File: src/rtl/div_share_arb.sv
`default_nettype none
// ============================================================================
// Module   : div_share_arb
// Purpose  : Round-robin scheduler that time-shares one serial divider
//            (START/BUSY/QUOT/REM handshake) among NREQ display requesters.
//            The winner's operands are latched at grant, the divider is
//            started and awaited, and the registered result is returned
//            with a one-cycle DONE pulse to that requester only.
// Options  : DIV_ZERO_CHK_EN - when defined, a divisor of zero bypasses the
//            divider and returns QUOT=all ones, REM=0 directly.
// Revision : 1.0 - initial release
// ============================================================================
module div_share_arb #(
  parameter int NREQ    = 3,
  parameter int BW_DEND = 8,
  parameter int BW_DSOR = 4
) (
  input  logic                      CLK,
  input  logic                      RSTX,
  input  logic [NREQ-1:0]           REQ,
  input  logic [NREQ*BW_DEND-1:0]   DIVIDEND,
  input  logic [NREQ*BW_DSOR-1:0]   DIVISOR,
  output logic [NREQ-1:0]           GNT,
  output logic [NREQ-1:0]           DONE,
  output logic [BW_DEND-1:0]        QUOT,
  output logic [BW_DSOR-1:0]        REM,
  output logic                      BUSY,
  output logic                      DIV_START,
  output logic [BW_DEND-1:0]        DIV_DIVIDEND,
  output logic [BW_DSOR-1:0]        DIV_DIVISOR,
  input  logic                      DIV_BUSY,
  input  logic [BW_DEND-1:0]        DIV_QUOT,
  input  logic [BW_DSOR-1:0]        DIV_REM
);

  localparam int              PW      = $clog2(NREQ);
  localparam logic [PW:0]     C_NREQ  = (PW+1)'(NREQ);
  localparam logic [PW-1:0]   C_LAST  = PW'(NREQ - 1);
  localparam logic [NREQ-1:0] C_ONE   = NREQ'(1);

  typedef enum logic [2:0] {
    ST_IDLE    = 3'd0,
    ST_ISSUE   = 3'd1,
    ST_WAIT_HI = 3'd2,
    ST_WAIT_LO = 3'd3,
    ST_RESP    = 3'd4
  } state_t;

  state_t              state_q, state_d;
  logic [PW-1:0]       ptr_q, ptr_d;
  logic [PW-1:0]       win_q, win_d;
  logic [NREQ-1:0]     gnt_q, gnt_d;
  logic [BW_DEND-1:0]  quot_q, quot_d;
  logic [BW_DSOR-1:0]  rem_q, rem_d;
  logic [BW_DEND-1:0]  opa_q, opa_d;
  logic [BW_DSOR-1:0]  opb_q, opb_d;

  logic [BW_DEND-1:0]  dend_arr [NREQ];
  logic [BW_DSOR-1:0]  dsor_arr [NREQ];
  logic                pick_vld;
  logic [PW-1:0]       pick_idx;
  logic [PW:0]         cand;

  // Unpack the flattened operand buses into per-requester slots
  for (genvar gi = 0; gi < NREQ; gi++) begin : g_slice
    assign dend_arr[gi] = DIVIDEND[gi*BW_DEND +: BW_DEND];
    assign dsor_arr[gi] = DIVISOR[gi*BW_DSOR +: BW_DSOR];
  end

  // Round-robin pick: scan PTR, PTR+1, ... (mod NREQ); descending loop so the
  // smallest offset from PTR is the last (winning) assignment
  always_comb begin
    pick_vld = 1'b0;
    pick_idx = '0;
    cand     = '0;
    for (int k = NREQ - 1; k >= 0; k--) begin
      cand = {1'b0, ptr_q} + (PW+1)'(k);
      if (cand >= C_NREQ) begin
        cand = cand - C_NREQ;
      end
      if (REQ[cand[PW-1:0]]) begin
        pick_vld = 1'b1;
        pick_idx = cand[PW-1:0];
      end
    end
  end

  // Next-state and datapath updates for the grant/divide/respond sequence
  always_comb begin
    state_d = state_q;
    ptr_d   = ptr_q;
    win_d   = win_q;
    gnt_d   = gnt_q;
    quot_d  = quot_q;
    rem_d   = rem_q;
    opa_d   = opa_q;
    opb_d   = opb_q;
    case (state_q)
      ST_IDLE: begin
        if (pick_vld) begin
          win_d   = pick_idx;
          gnt_d   = C_ONE << pick_idx;
          opa_d   = dend_arr[pick_idx];
          opb_d   = dsor_arr[pick_idx];
          state_d = ST_ISSUE;
`ifdef DIV_ZERO_CHK_EN
          // Zero divisor never reaches the divider; answer immediately
          if (dsor_arr[pick_idx] == '0) begin
            quot_d  = '1;
            rem_d   = '0;
            state_d = ST_RESP;
          end
`endif
        end
      end
      ST_ISSUE: begin
        state_d = ST_WAIT_HI;
      end
      ST_WAIT_HI: begin
        if (DIV_BUSY) begin
          state_d = ST_WAIT_LO;
        end
      end
      ST_WAIT_LO: begin
        if (!DIV_BUSY) begin
          quot_d  = DIV_QUOT;
          rem_d   = DIV_REM;
          state_d = ST_RESP;
        end
      end
      ST_RESP: begin
        gnt_d   = '0;
        ptr_d   = (win_q == C_LAST) ? '0 : win_q + 1'b1;
        state_d = ST_IDLE;
      end
      default: begin
        gnt_d   = '0;
        state_d = ST_IDLE;
      end
    endcase
  end

  // State and datapath registers; asynchronous reset drops any in-flight op
  always_ff @(posedge CLK or negedge RSTX) begin
    if (!RSTX) begin
      state_q <= ST_IDLE;
      ptr_q   <= '0;
      win_q   <= '0;
      gnt_q   <= '0;
      quot_q  <= '0;
      rem_q   <= '0;
      opa_q   <= '0;
      opb_q   <= '0;
    end else begin
      state_q <= state_d;
      ptr_q   <= ptr_d;
      win_q   <= win_d;
      gnt_q   <= gnt_d;
      quot_q  <= quot_d;
      rem_q   <= rem_d;
      opa_q   <= opa_d;
      opb_q   <= opb_d;
    end
  end

  assign GNT          = gnt_q;
  assign DONE         = (state_q == ST_RESP) ? gnt_q : '0;
  assign QUOT         = quot_q;
  assign REM          = rem_q;
  assign BUSY         = (state_q != ST_IDLE);
  assign DIV_START    = (state_q == ST_ISSUE);
  assign DIV_DIVIDEND = opa_q;
  assign DIV_DIVISOR  = opb_q;

endmodule
`default_nettype wire

File: config.mk
export PLATFORM = sky130hd
export DESIGN_NAME = div_share_arb
export DESIGN_NICKNAME = d
export VERILOG_FILES = /design/src/rtl/div_share_arb.sv
export SDC_FILE = /design/constraint.sdc
export NUM_CORES = 1
export LEC_CHECK = 0
export ABC_AREA = 0
export CAP_MARGIN = 20
export CORE_MARGIN = 3
export CORE_UTILIZATION = 45
export CTS_CLUSTER_SIZE = 30
export DETAILED_ROUTE_END_ITERATION = 10
export PLACE_DENSITY = 0.83
export SLEW_MARGIN = 20
export SYNTH_ARGS = -nofsm -noshare
export SYNTH_HDL_FRONTEND = slang
export SYNTH_SLANG_ARGS = --single-unit
export TNS_END_PERCENT = 1
File: constraint.sdc
create_clock -name CLK -period 3.47 [get_ports CLK]
set_input_delay 0.694 -clock CLK [delete_from_list [all_inputs] [get_ports CLK]]
set_output_delay 0.694 -clock CLK [all_outputs]
set_load 0.02 [all_outputs]
* Word level (Yosys, flattened, before mapping) *
Cells that the tools add are included.

word-level totals
  register bits = 34
  input bits = 54

operators by class
  order comparisons = 7
  bitwise gates (word level) = 3
  multiplexer cells = 29
  $add $sub $neg = 6
  equality and inequality tests = 8
  reduce and logical (&&, ||, !) cells = 7
  shift operators = 1

operator list
  operator                                                                number
  8-bit binary-select mux with 2-bit select                               1
  8-bit two-way mux                                                       2
  3-bit two-way mux                                                       5
  2-bit two-way mux                                                       7
  3-bit one-hot mux with 4 select lines                                   1
  2-bit by 3-bit < comparator with 1-bit output (second input constant)   3
  4-bit binary-select mux with 2-bit select                               1
  4-bit two-way mux                                                       2
  1-bit binary-select mux with 2-bit select                               3
  3-bit by 2-bit == test with 1-bit output (second input constant)        2
  3-bit by 2-bit >= comparator with 1-bit output (second input constant)  2
  1-bit two-way mux                                                       6
  2-bit inequality test (second input constant)                           3
  3-bit one-hot mux with 2 select lines                                   1
  2-bit AND reduction                                                     3
  2-bit subtractor (second input constant)                                3
  2-bit by 1-bit adder with 3-bit output (second input constant)          1
  2-bit by 2-bit adder with 3-bit output (second input constant)          1
  3-bit by 1-bit == test with 1-bit output (second input constant)        1
  3-bit == test (second input constant)                                   1
  3-bit >= comparator (second input constant)                             1
  3-bit logical NOT                                                       1
  2-bit NOT with 3-bit output                                             1
  3-bit AND reduction                                                     1
  other kinds (7)                                                         8

* Depth between registers and ports, before layout *
  depth after elaboration = 12
  depth in mapped cells = 11
  gate-level depth less buffers = 8

* Least setup slack after synthesis *
OpenSTA, ideal clock, no wires.

  path kind = register to register
  from = register ptr_q[0]
  to = register opa_q[7] (netlist: DIV_DIVIDEND[7])
  arrival time = 1944 ps
  cell stages (with the launch flop) = 10
  data required time = 3349 ps
  path slack = 1405 ps
  library setup time = 121 ps
  path through = dfrtp_1 -> inv_1 -> ha_1 -> a21o_1 -> a21oi_2 -> a32oi_4 -> buf_8 -> mux2i_1 -> o221ai_1 -> a22o_1

between the ends
  longest elaborated chain between the ends = 12
  elaborated cells between the ends (all ways) = 28

RTL lines
  item                                                                                       line    source
  from (decl)                                                                                50      logic [PW-1:0] ptr_q, ptr_d;
  from (signal assigned)                                                                     156     ptr_q <= ptr_d;
  2-bit by 2-bit adder with 3-bit output                                                     77      cand = {1'b0, ptr_q} + (PW+1)'(k);
  3-bit by 2-bit >= comparator with 1-bit output / 2-bit subtractor (equally long branches)  78, 79
  2-bit two-way mux                                                                          78      if (cand >= C_NREQ) begin
  1-bit binary-select mux with 2-bit select                                                  81      if (REQ[cand[PW-1:0]]) begin
  1-bit two-way mux (not written as such)                                                    81
  2-bit two-way mux (3 in series)                                                            81
  2-bit NOT with 3-bit output (not written as such)                                          103     opa_d = dend_arr[pick_idx];
  8-bit binary-select mux with 2-bit select                                                  103
  8-bit two-way mux (not written as such) (2 in series)                                      103
  to (signal assigned)                                                                       161     opa_q <= opa_d;
  to (decl)                                                                                  55      logic [BW_DEND-1:0] opa_q, opa_d;

Parallel ways exist; a longest one is shown, timed or not. The select of a mux whose other input is x is not followed.
A chain may end at the register's enable or synchronous reset.

* Worst setup path after layout *
  from = register ptr_q[1]
  to = register win_q[0]

between the ends
  longest elaborated chain between the ends = 9
  elaborated cells between the ends (all ways) = 24

RTL lines
  item                                                                                       line    source
  2-bit by 2-bit adder with 3-bit output                                                     77
  3-bit by 2-bit >= comparator with 1-bit output / 2-bit subtractor (equally long branches)  78, 79
  2-bit two-way mux                                                                          78
  1-bit binary-select mux with 2-bit select                                                  81
  1-bit two-way mux (not written as such)                                                    81
  1-bit two-way mux (3 in series)                                                            81
  2-bit AND reduction (no source line)                                                       -
  to (signal assigned)                                                                       157     win_q <= win_d;
  to (decl)                                                                                  51      logic [PW-1:0] win_q, win_d;

Parallel ways exist; a longest one is shown, timed or not. The select of a mux whose other input is x is not followed.

==> flow_summary_export.csv <==
group,metric,value,unit
status,run_status,"complete, no violations",
critical_path,worstPathArrival,3000,ps
logic_synthesis,synth-async-reset-ratio,100,%
clock_network,clkSinkCount,34,
grt,grt_pass1_wl,8.34,mm
placed_design,gp_congestion,0.779,
sta,post-route-period-util,82.0,%
clock_network,cts_root_buf,"sky130_fd_sc_hd__clkbuf_8",
power,p_sw,0.00109,W
power,vdd.ir_drop.worst,0.000416,V
logic_synthesis,synth_xor_xnor_area_share,0,%
critical_path,crit_path_end_kind,"flop",
drt,wirelength,5.33,mm
sta,slew_headroom,56.5,%
clock_network,cts_tree,"done",
clock_network,numCtsBuffers,5,
logic_synthesis,synth_top_cell_area_share,39.6,%
power,leakage,1.28,nW
clock_network,clk_pin_slew,60,ps
run,drv_cap,0,
grt,first_global_vias,1797,
logic_synthesis,synth-compound-area-share,21.6,%
logic_synthesis,synth.yosys.seq_area_share,39.6,%
drt,route.detailed.drc,0,
power,clkPwrFrac,10.8,%
logic_synthesis,synth.cell_area,0.00215,mm^2
critical_path,critical_path.max_fanout,27,
clock_network,htree_levels,2,
power,swShare,41.8,%
floorplan,fp-row-count,24,
drt,drt_first_iter_violations,114,
logic_synthesis,synthMuxAreaShare,12.9,%
power,p_int,0.00151,W
sta,setup-tns-final,0,ps
critical_path,cp_required,3630,ps
clock_network,cts_buffer_depth,2,
sta,worst_hold_slack,464,ps
logic_synthesis,post_synth_and_or_nand_nor_area_fraction,16.8,%
logic_synthesis,synthCells,211,
floorplan,coreArea,0.00447,mm^2
power,combPwrFrac,61.6,%
sta,layout_min_cycle_time,2850,ps
logic_synthesis,synthesis.nets,269,
grt,pin_count_of_the_biggest_net_entering_global_routing,35,
clock_network,postCtsSetupBuffers,0,
drt,drt-pass1-iter-count,4,
drt,detail_route.wl_per_cell,15.7,um
critical_path,regToRegSetupSlack,620,ps
final_layout,insertedDiodeCount,0,
floorplan,io_pins,86,
placed_design,numPortBuffers,85,
clock_network,holdBufCountCts,0,
sta,clock_skew,3.06,ps
worst_hold_path,worstHoldPathType,"flop to flop",
logic_synthesis,synth.ff_latch_count,34,
logic_synthesis,dominantRegCellSynth,"sky130_fd_sc_hd__dfrtp_1",
grt,total_routing_resource_utilization_after_global_routing,19.1,%
sta,timing.final.hold_violations,0,
grt,grt_antenna_before_repair,0,
logic_synthesis,synth.top_cells.by_area,"sky130_fd_sc_hd__dfrtp_1 (40%), sky130_fd_sc_hd__mux2i_1 (6.1%), sky130_fd_sc_hd__a22o_1 (4.9%)",
sta,setup_violations,0,
final_layout,area.growth.synth_to_final,41.0,%
logic_synthesis,syn_area_per_cell,10.2,um^2
final_layout,nNetsFinal,347,
critical_path,crit_path_start_kind,"flop",
drt,final_antenna_net_count,0,
drt,vias,1954,
sta,clock.fmax,0.351,GHz
floorplan,start_util,48.0,%
logic_synthesis,synth_top_family_by_area,"compound AO/OA/AOI/OAI gates",
power,power-per-cell-area,857,mW/mm^2
sta,tightest_slew,653,ps
floorplan,die_width,75.1,um
sta,final-max-slew-violation-count,0,
critical_path,path_class,"flop to flop",
final_layout,fin_util,67.7,%
logic_synthesis,adder_cell_share_of_the_synthesized_area,2.33,%
logic_synthesis,yosys.cell_types.count,47,
grt,grt.overflow.total,0,
logic_synthesis,netlist.top_cell.by_area,"sky130_fd_sc_hd__dfrtp_1",
logic_synthesis,total_of_warnings_raised_by_yosys,0,
sta,rsz0062_at_grt,"no",
drt,vias_per_instance,5.75,
placed_design,hpwlAfterDp,4.10,mm
final_layout,drive_above_1_share,9.72,%
clock_network,clock_insertion_delay_worst_skew,270,ps
logic_synthesis,synth_edf_count,0,
power,power.sequential.fraction,27.6,%
floorplan,die_area,0.00564,mm^2
clock_network,ctsResizeCount,0,
floorplan,floorplan.die.height,75.1,um
-- power by group through the flow --
stage	clock network, W	registers [W]	logic (W)
floorplan	0	0.000887	0.000928
global placement	0	0.000718	0.00156
detailed placement	0	0.000727	0.00160
CTS	0.000287	0.000720	0.00161
global route	0.000299	0.000743	0.00174
finish	0.000279	0.000717	0.00160
-- synthesized netlist by cell type, types with 2 or more instances --
master / number
sky130_fd_sc_hd__inv_1: 4
sky130_fd_sc_hd__o221ai_1: 12
sky130_fd_sc_hd__o21ai_0: 2
sky130_fd_sc_hd__and2_2: 8
sky130_fd_sc_hd__clkbuf_1: 2
sky130_fd_sc_hd__a211oi_1: 12
sky130_fd_sc_hd__nor3_1: 2
sky130_fd_sc_hd__nand2_2: 2
sky130_fd_sc_hd__a21oi_1: 3
sky130_fd_sc_hd__buf_4: 2
sky130_fd_sc_hd__and2_1: 4
sky130_fd_sc_hd__mux2_1: 8
sky130_fd_sc_hd__a21o_1: 2
sky130_fd_sc_hd__buf_6: 5
sky130_fd_sc_hd__buf_2: 3
sky130_fd_sc_hd__and3_1: 4
sky130_fd_sc_hd__nor2b_1: 2
sky130_fd_sc_hd__dfrtp_1: 34
sky130_fd_sc_hd__ha_1: 4
sky130_fd_sc_hd__nor2_1: 27
sky130_fd_sc_hd__mux2_2: 5
sky130_fd_sc_hd__mux2i_1: 13
sky130_fd_sc_hd__nand2b_1: 2
sky130_fd_sc_hd__a22o_1: 12
sky130_fd_sc_hd__o21ai_1: 4
sky130_fd_sc_hd__nand2_1: 12
-- critical path: stages (launching register included) --
cell and delay [ps]:
sky130_fd_sc_hd__dfrtp_1 420, sky130_fd_sc_hd__inv_1 90, sky130_fd_sc_hd__ha_1 540, sky130_fd_sc_hd__nand2b_1 200
sky130_fd_sc_hd__a21o_1 440, sky130_fd_sc_hd__o211ai_2 230, sky130_fd_sc_hd__nand2_2 430, sky130_fd_sc_hd__mux2_1 370
-- state kept, by name, indices dropped and copies added (netlist names) --
name,count
GNT,3
ptr_q,2
win_q,2
DIV_DIVIDEND,8
QUOT,8
REM,4
state_q,3
DIV_DIVISOR,4
-- path summary, 6_finish.rpt --
check                         start              to  cells after the start
max                        ptr_q[1]        win_q[0]                      7
min                        win_q[1]        ptr_q[0]                      1
max reg2reg                ptr_q[1]        win_q[0]                      7
min reg2reg                win_q[1]        ptr_q[0]                      1
max in group asynchronous      RSTX  DIV_DIVISOR[1]                      2
min in group asynchronous      RSTX          REM[1]                      2
-- layout make-up --
type / instances / area, um^2
clock buffers: 6 / 82.6
fillers: 366 / 1450
inverters: 5 / 18.8
multi-input cells: 157 / 1150
flip-flops and latches: 34 / 851
well taps: 52 / 65.1
repair buffers: 86 / 858
-- per-stage QoR --
| stage | cell area [um^2] | total power (W) | instances | setup slack (ps) |
|---|---|---|---|---|
| 2_1_floorplan | 2150 | 0.00181 | 211 | 1400 |
| 3_3_place_gp | 2950 | 0.00228 | 334 | 534 |
| 3_5_place_dp | 2950 | 0.00233 | 334 | 469 |
| 4_1_cts | 3030 | 0.00262 | 340 | 652 |
| 5_1_grt | 3030 | 0.00278 | 340 | 394 |
| 6_report | 3030 | 0.00260 | 340 | 623 |
-- kinds of logic after synthesis --
family                     Yosys count
DFF                                 34
buffers and inverters               20
AOI/OAI and AO/OA                   57
and+or+nand+nor                     70
muxes                               26
adders and majority gates            4
-- metal layers --
metal	vias up	part of all wire (%)	wire length (um)	track usage, %
li1	931	-	-	-
met1	934	43	2310	25.7
met2	84	47	2510	30.9
met3	5	8.9	477	4.01
met4	0	0.68	36	5.73
met5	-	0	0	0
-- layout by cell type, fill, tap and decap left out, drive strengths merged, types with 2 or more instances in the layout --
cell | netlist | final
nor2 | 27 | 27
inv | 5 | 5
clkdlybuf4s50 | 0 | 85
nand2b | 3 | 3
a22o | 12 | 12
a211oi | 12 | 12
ha | 4 | 4
nand2 | 14 | 14
a21oi | 4 | 4
o221ai | 12 | 12
a21o | 2 | 2
nor3 | 2 | 2
clkbuf | 3 | 6
and3 | 4 | 4
mux2 | 13 | 13
o211ai | 2 | 2
mux2i | 13 | 13
nor2b | 2 | 2
a32oi | 2 | 2
dfrtp | 34 | 34
o21ai | 6 | 6
and2 | 13 | 13
Note: power is estimated with default switching activity, not from simulation.
